==> src/rtl/fetch_unit_pkg.sv <==
// Shared SimpleRISC fetch definitions: hlt opcode, NOP encoding and fetch FSM state encodings.
package fetch_unit_pkg;

  localparam logic [4:0]  HLT_OPCODE = 5'b11111;
  localparam logic [31:0] NOP_INST   = 32'h6800_0000;

  typedef enum logic [1:0] {
    ST_BOOT   = 2'd0,
    ST_RUN    = 2'd1,
    ST_HALTED = 2'd2
  } fetch_state_e;

endpackage

==> src/rtl/fetch_unit_perf_ctr.sv <==
// Fetch performance counters: captured instructions and RUN-state stall cycles, both wrapping at 2^32.
module fetch_perf_ctr (
  input  logic        clk,
  input  logic        rst,
  input  logic        fetch_inc_i,
  input  logic        stall_inc_i,
  output logic [31:0] fetch_cnt_o,
  output logic [31:0] stall_cnt_o
);

  logic [31:0] fetch_cnt_q, fetch_cnt_d;
  logic [31:0] stall_cnt_q, stall_cnt_d;

  always_comb begin
    fetch_cnt_d = fetch_cnt_q + (fetch_inc_i ? 32'd1 : 32'd0);
    stall_cnt_d = stall_cnt_q + (stall_inc_i ? 32'd1 : 32'd0);
  end

  always_ff @(posedge clk or posedge rst) begin
    if (rst) begin
      fetch_cnt_q <= '0;
      stall_cnt_q <= '0;
    end else begin
      fetch_cnt_q <= fetch_cnt_d;
      stall_cnt_q <= stall_cnt_d;
    end
  end

  assign fetch_cnt_o = fetch_cnt_q;
  assign stall_cnt_o = stall_cnt_q;

endmodule

==> src/rtl/fetch_unit.sv <==
// SimpleRISC IF stage: PC, 1-cycle instruction memory addressing and the IF/OF pipeline register.
// Optional macro FETCH_PERF_CNT_EN adds fetch/stall counters (fetch_cnt_o, stall_cnt_o).
//
// state   | meaning
// BOOT    | first cycle after reset; primes memory latency with pc
// RUN     | normal fetch; im_data_i holds instr(pc)
// HALTED  | hlt captured; fetch frozen until a branch redirect
module fetch_unit
  import fetch_unit_pkg::*;
#(
  parameter int          IM_ADDR_W = 7,
  parameter logic [31:0] RESET_PC  = 32'h0000_0000
) (
  input  logic                 clk,
  input  logic                 rst,
  input  logic                 stall_i,
  input  logic                 branch_taken_i,
  input  logic [31:0]          branch_pc_i,
  output logic [IM_ADDR_W-1:0] im_addr_o,
  input  logic [31:0]          im_data_i,
  output logic [31:0]          if_of_pc_o,
  output logic [31:0]          if_of_inst_o,
  output logic                 if_of_valid_o,
  output logic                 halted_o
`ifdef FETCH_PERF_CNT_EN
  ,
  output logic [31:0]          fetch_cnt_o,
  output logic [31:0]          stall_cnt_o
`endif
);

  fetch_state_e state_q, state_d;
  logic [31:0]  pc_q, pc_d;
  logic [31:0]  if_of_pc_q, if_of_pc_d;
  logic [31:0]  if_of_inst_q, if_of_inst_d;
  logic         valid_q, valid_d;
  logic         halted_q, halted_d;
  logic         capture;
  logic [31:0]  branch_pc_aligned;
  logic         unused_branch_lsbs;

  // Redirect targets are always forced to word alignment.
  assign branch_pc_aligned  = {branch_pc_i[31:2], 2'b00};
  assign unused_branch_lsbs = ^branch_pc_i[1:0];

  always_comb begin
    state_d      = state_q;
    pc_d         = pc_q;
    if_of_pc_d   = if_of_pc_q;
    if_of_inst_d = if_of_inst_q;
    valid_d      = valid_q;
    halted_d     = halted_q;
    capture      = 1'b0;
    case (state_q)
      ST_BOOT: begin
        valid_d = 1'b0;
        state_d = ST_RUN;
        if (branch_taken_i) pc_d = branch_pc_aligned;
      end
      ST_RUN: begin
        if (branch_taken_i) begin
          pc_d    = branch_pc_aligned;
          valid_d = 1'b0;
        end else if (!stall_i) begin
          capture      = 1'b1;
          if_of_inst_d = im_data_i;
          if_of_pc_d   = pc_q;
          valid_d      = 1'b1;
          if (im_data_i[31:27] == HLT_OPCODE) begin
            state_d  = ST_HALTED;
            halted_d = 1'b1;
          end else begin
            pc_d = pc_q + 32'd4;
          end
        end
      end
      ST_HALTED: begin
        valid_d = 1'b0;
        if (branch_taken_i) begin
          pc_d     = branch_pc_aligned;
          state_d  = ST_RUN;
          halted_d = 1'b0;
        end
      end
      default: begin
        state_d = ST_BOOT;
        valid_d = 1'b0;
      end
    endcase
  end

  always_ff @(posedge clk or posedge rst) begin
    if (rst) begin
      state_q      <= ST_BOOT;
      pc_q         <= {RESET_PC[31:2], 2'b00};
      if_of_pc_q   <= '0;
      if_of_inst_q <= NOP_INST;
      valid_q      <= 1'b0;
      halted_q     <= 1'b0;
    end else begin
      state_q      <= state_d;
      pc_q         <= pc_d;
      if_of_pc_q   <= if_of_pc_d;
      if_of_inst_q <= if_of_inst_d;
      valid_q      <= valid_d;
      halted_q     <= halted_d;
    end
  end

  assign im_addr_o     = pc_d[IM_ADDR_W+1:2];
  assign if_of_pc_o    = if_of_pc_q;
  assign if_of_inst_o  = if_of_inst_q;
  assign if_of_valid_o = valid_q;
  assign halted_o      = halted_q;

`ifdef FETCH_PERF_CNT_EN
  logic stall_inc;
  assign stall_inc = (state_q == ST_RUN) && stall_i && !branch_taken_i;

  fetch_perf_ctr u_perf (
    .clk         (clk),
    .rst         (rst),
    .fetch_inc_i (capture),
    .stall_inc_i (stall_inc),
    .fetch_cnt_o (fetch_cnt_o),
    .stall_cnt_o (stall_cnt_o)
  );
`endif

endmodule

==> config.mk <==
export PLATFORM = sky130hd
export DESIGN_NAME = fetch_unit
export DESIGN_NICKNAME = d
export VERILOG_FILES = /design/src/rtl/fetch_unit_pkg.sv /design/src/rtl/fetch_unit_perf_ctr.sv /design/src/rtl/fetch_unit.sv
export SDC_FILE = /design/constraint.sdc
export NUM_CORES = 1
export LEC_CHECK = 0
export CAP_MARGIN = 20
export CORE_MARGIN = 1
export CORE_UTILIZATION = 47
export DETAILED_ROUTE_END_ITERATION = 7
export PLACE_DENSITY = 0.8
export SYNTH_ARGS = -nofsm -noshare
export SYNTH_HDL_FRONTEND = slang
export SYNTH_SLANG_ARGS = --single-unit
==> constraint.sdc <==
create_clock -name clk -period 3.3 [get_ports clk]
set_input_delay 0.495 -clock clk [delete_from_list [all_inputs] [get_ports clk]]
set_output_delay 0.495 -clock clk [all_outputs]
set_load 0.02 [all_outputs]
Word level (Yosys, flattened, before mapping)
Index checks and enable logic that the tools add are counted.
{ "classes": {"reduce_logical": 8, "bitwise_logic": 2, "addsub": 1, "order_cmp": 0, "shifts": 0, "muxes": 18, "n_div": 0, "eq_ne": 10, "n_mul": 0} }
{ "ops": {"columns": ["op", "n"], "rows": [
  ["2-to-1 mux 32 bit", 4],
  ["case mux 32 bit (2 select lines)", 1],
  ["adder 32 x 3 -> 32 bit, second input constant", 1],
  ["2-to-1 mux 2 bit", 4],
  ["!= test 2 bit, second input constant", 4],
  ["AND reduction 4 bit", 2],
  ["2-to-1 mux 1 bit", 7],
  ["!= test 3 bit, second input constant", 2],
  ["case mux 2 bit (3 select lines)", 1],
  ["== test 5 bit, second input constant", 1],
  ["AND reduction 5 bit", 1],
  ["nonzero test 2 bit", 2],
  ["AND reduction 3 bit", 1],
  ["== test 2 x 1 -> 1 bit, second input constant", 1],
  ["== test 2 bit, second input constant", 1],
  ["zero test 2 bit", 1],
  ["!= test 2 x 1 -> 1 bit, second input constant", 1],
  ["inverter 1 bit", 2],
  ["case mux 1 bit (2 select lines)", 1],
  ["OR reduction 2 bit", 1]
]} }
{ "totals": {"latch_bits": 0, "ff_bits": 100, "mem_count": 0, "ramBits": 0, "rom_bits": 0, "input_bits": 68, "wordCells": 46} }

Logic depth before layout (Yosys ltp)
{ "logic_depth": {"depth_word": 5, "ltp_mapped": 7, "mapped_depth_nobuf": 6} }

Worst setup path after synthesis
OpenSTA, ideal clock, no wires.
{ "synth_timing": {"path_kind": "input to output", "startpoint": "input port branch_taken_i", "endpoint": "output port im_addr_o[4]", "path_stages": 6, "arrival_ns": 1.853, "path_slack_ns": 0.952, "path_buffers": 2, "required_time_ns": 2.805, "cell_sequence": "buf_2 nor3b_1 a21boi_2 nand2_1 o311ai_0 buf_4"} }
{ "synth_between": {"elab_chain_len": 2, "elab_cells_between_ends": 3, "classes_between": "mux (3)"} }
{ "synth_rtl": {"columns": ["element", "line_no", "text"], "rows": [
  ["from (decl)", "fetch_unit.sv:17", "input logic branch_taken_i,"],
  ["2-to-1 mux 32 bit, on equally long branches", "fetch_unit.sv:58, fetch_unit.sv:79, fetch_unit.sv:61", null],
  ["case mux 32 bit (2 select lines) *", "fetch_unit.sv:54", "case (state_q)"],
  ["to (decl)", "fetch_unit.sv:19", "output logic [IM_ADDR_W-1:0] im_addr_o,"]
]} }
Mark *: on every way between the ends. The rest lies on a longest branch, timed or not. The select of a mux whose other input is x is not followed.

Final worst setup path
{ "layout_timing": {"startpoint": "input port im_data_i[28]", "endpoint": "output port im_addr_o[2]"} }
{ "layout_between": {"elab_chain_len": 5} }
{ "layout_rtl": {"columns": ["element", "line_no", "text"], "rows": [
  ["from (decl)", "fetch_unit.sv:20", "input logic [31:0] im_data_i,"],
  ["== test 5 bit", "fetch_unit.sv:69", "if (im_data_i[31:27] == HLT_OPCODE) begin"],
  ["2-to-1 mux 32 bit", "fetch_unit.sv:69", null],
  ["2-to-1 mux 32 bit", "fetch_unit.sv:64", "end else if (!stall_i) begin"],
  ["2-to-1 mux 32 bit", "fetch_unit.sv:61", "if (branch_taken_i) begin"],
  ["case mux 32 bit (2 select lines)", "fetch_unit.sv:54", null]
]} }
Every way passes these cells. The select of a mux whose other input is x is not followed.

==> results.yml <==
status:
  status: "finished clean"
routing:
  post-route-drc-count: 0
  vias: 3829
  drtPass1Iterations: 4
  drt_iter0_drc: 244
  drt-total-wl_um: 11400
  ant_nets: 0
  routedWlPerCell_um: 16.8
  vias_per_cell: 5.65
pwr:
  p_total_uw: 3270
  power_density_nw_per_um2: 511
  leakage_uw: 0.00263
  vdd_drop_max_uv: 252
grt:
  grt_pass1_vias: 3843
  track_usage_pct: 23.4
  grt_max_degree: 45
  grt_util_met3_pct: 5.66
  grt_antenna_before_repair: 0
  grtUsageMet2_pct: 37.5
  grt_first_pass_wirelength_um: 18600
  met1_usage_pct: 30.2
  grt-busiest-layer: "met2"
  grt-ovfl-total: 0
synth:
  synth_enable_flop_cells: 0
  ys.warnings.count: 0
  yosys.area.top_type: "dfrtp_1"
  synth_cell_type_count: 59
  synth_top_flop_cell: "dfrtp_1"
  synth_most_common_cell: "dfrtp_1"
  ys_ff_latch: 96
  netlist_area_um2: 4650
  syn_inst: 412
  yosysTopAreaCellShare_pct: 50.0
  synthArstFlopShare_pct: 100
  syn_avg_cell_area_um2: 11.3
  synthTopCellsByCount: "93 x dfrtp_1, 53 x mux2_2, 25 x o21ai_0"
  yosysSeqAreaShare_pct: 51.7
  ys_top_cells_by_area: "dfrtp_1 50%, mux2_2 13%, o21ai_0 2.7%"
clock_network:
  cts_tree: "built"
  postCtsSetupRepairBufs: 0
  root_buffer: "clkbuf_8"
  cts_buffers: 9
  holdBufCountCts: 0
  cts.clk_slew.worst_paths_ns: 0.10
  clockBufferDepth: 2
  cts_resized: 0
  clock_sinks: 96
  clkLatencyLatePin_ns: 0.37
  h-tree-depth: 3
setup_path:
  cp-start-kind: "input pin"
  arrival_ns: 2.66
  crit_chain: "clkdlybuf4s50_1, nand3_1, nor2_1, nor2_1, a41o_1, a21oi_1, clkdlybuf4s50_1"
  crit_family: "buffers and inverters"
  critPathBufInv: 2
  cp_slowest_cell: "clkdlybuf4s50_1"
  required_ns: 2.80
  crit_fanout: 4
  worstSetupEndpointType: "output port"
  critPathKind: "in2out"
  rrSetupSlack_ns: 1.07
  cpPeakStageDelay_ns: 0.64
placed_design:
  dp_cells: 662
  gp_congestion: 0.849
  dp_hpwl_um: 8230
  port_buffers: 136
timing:
  period_share_pct: 95.7
  tightest_slew_ns: 0.724
  maxSlewHeadroom_pct: 51.3
  hold_viol_final: 0
  tns_ns: 0
  rsz0062_at_grt: "no"
  setup_violations: 0
  fin_skew_ns: 0.0144
  fin_crit_ns: 3.16
  slew_violations: 0
  holdWs_ns: 0.492
  fmax_mhz: 317
run:
  max_cap_viol_count: 0
finish:
  nNetsFinal: 613
  final_cells: 678
  area_growth_pct: 37.6
  postLayoutCoreUtil_pct: 67.9
  diodes: 0
  drive_above_1_share_pct: 18.9
floorplanning:
  die_h_um: 101
  die_area_um2: 10300
  core_um2: 9420
  io-pin-count: 141
  die_x_um: 101
  rows: 35
  start_util_pct: 49.4
min_path:
  hold_class: "reg2reg"
cells by family after synthesis:
family          count (synthesis)  share of synthesized area, %
simple gates                  103                          13.1
buf+inv                        44                          4.92
other cells                     1                        0.0806
fa+ha+maj                       1                         0.269
mux                            65                          15.7
flops                          96                          51.7
compound gates                102                          14.2
sequential cells by signal, summed over array words and instances, names as in the netlist:
signal         cells
pc_q              30
if_of_inst_o      32
state_q            2
if_of_pc_o        30
if_of_valid_o      1
halted_o           1
layer usage:
metal	part of all wire [%]	routed length, um
met3	6.9	785
met5	0	0
met2	47	5390
met1	43	4900
met4	2.7	309
worst reg2reg max path, stage by stage, from the launching register on:
cell and delay (ns):
dfrtp_1 0.48, ha_1 0.27, nand3_1 0.21, nor4_4 0.56, nand4_1 0.20, o31a_1 0.27, o22ai_1 0.16
power by group:
part,internal [uW],switching (uW)
registers,1350,134
logic,482,423
clock network,456,423
cells in the final DEF (no fill, tap or decap), types with 2 or more instances in the layout:
cell type	instances
a21oi_1	19
a22oi_1	5
a2bb2oi_1	2
a31oi_1	7
a32oi_1	7
a41o_1	2
and2_1	2
and3_1	4
buf_12	2
buf_4	16
bufinv_16	2
clkbuf_8	10
clkdlybuf4s50_1	136
clkinv_4	2
conb_1	2
dfrtp_1	93
dfstp_2	3
inv_1	9
mux2_1	9
mux2_2	53
mux2i_1	3
nand2_1	22
nand2b_1	2
nand3_1	14
nand3_4	3
nand4_1	9
nor2_1	23
nor2b_1	2
nor3_1	5
nor4_4	2
o211ai_1	2
o21a_1	2
o21ai_0	25
o21ai_1	11
o221a_2	2
o22ai_1	3
o311ai_1	3
o31a_1	4
or3_1	3
worst paths after layout:
check / from / end / cells after the start
worst max-delay path: im_data_i[28] / im_addr_o[2] / 7
min in group asynchronous: rst / if_of_inst_o[25] / 2
max in group asynchronous: rst / if_of_pc_o[13] / 3
worst min-delay path: if_of_pc_o[7] / if_of_pc_o[7] / 1
worst min register to register: if_of_pc_o[7] / if_of_pc_o[7] / 1
worst max register to register: pc_q[2] / pc_q[18] / 6
cell type report:
class | count | area (um^2)
clock buffer | 11 | 141
clock inverter | 5 | 88.8
fill | 700 | 3020
inverter | 10 | 40.0
multi-input combinational | 273 | 2040
sequential | 96 | 2410
tap | 129 | 161
timing repair buffer | 154 | 1520
through the flow:
stage | cell area [um^2] | setup slack [ns]
finish | 6400 | 0.143
global route | 6400 | 0.0397
detailed placement | 6160 | 0.0677
floorplan | 4650 | 0.305
global placement | 6160 | 0.109
CTS | 6390 | 0.0640
(Power assumes the default switching activity.)
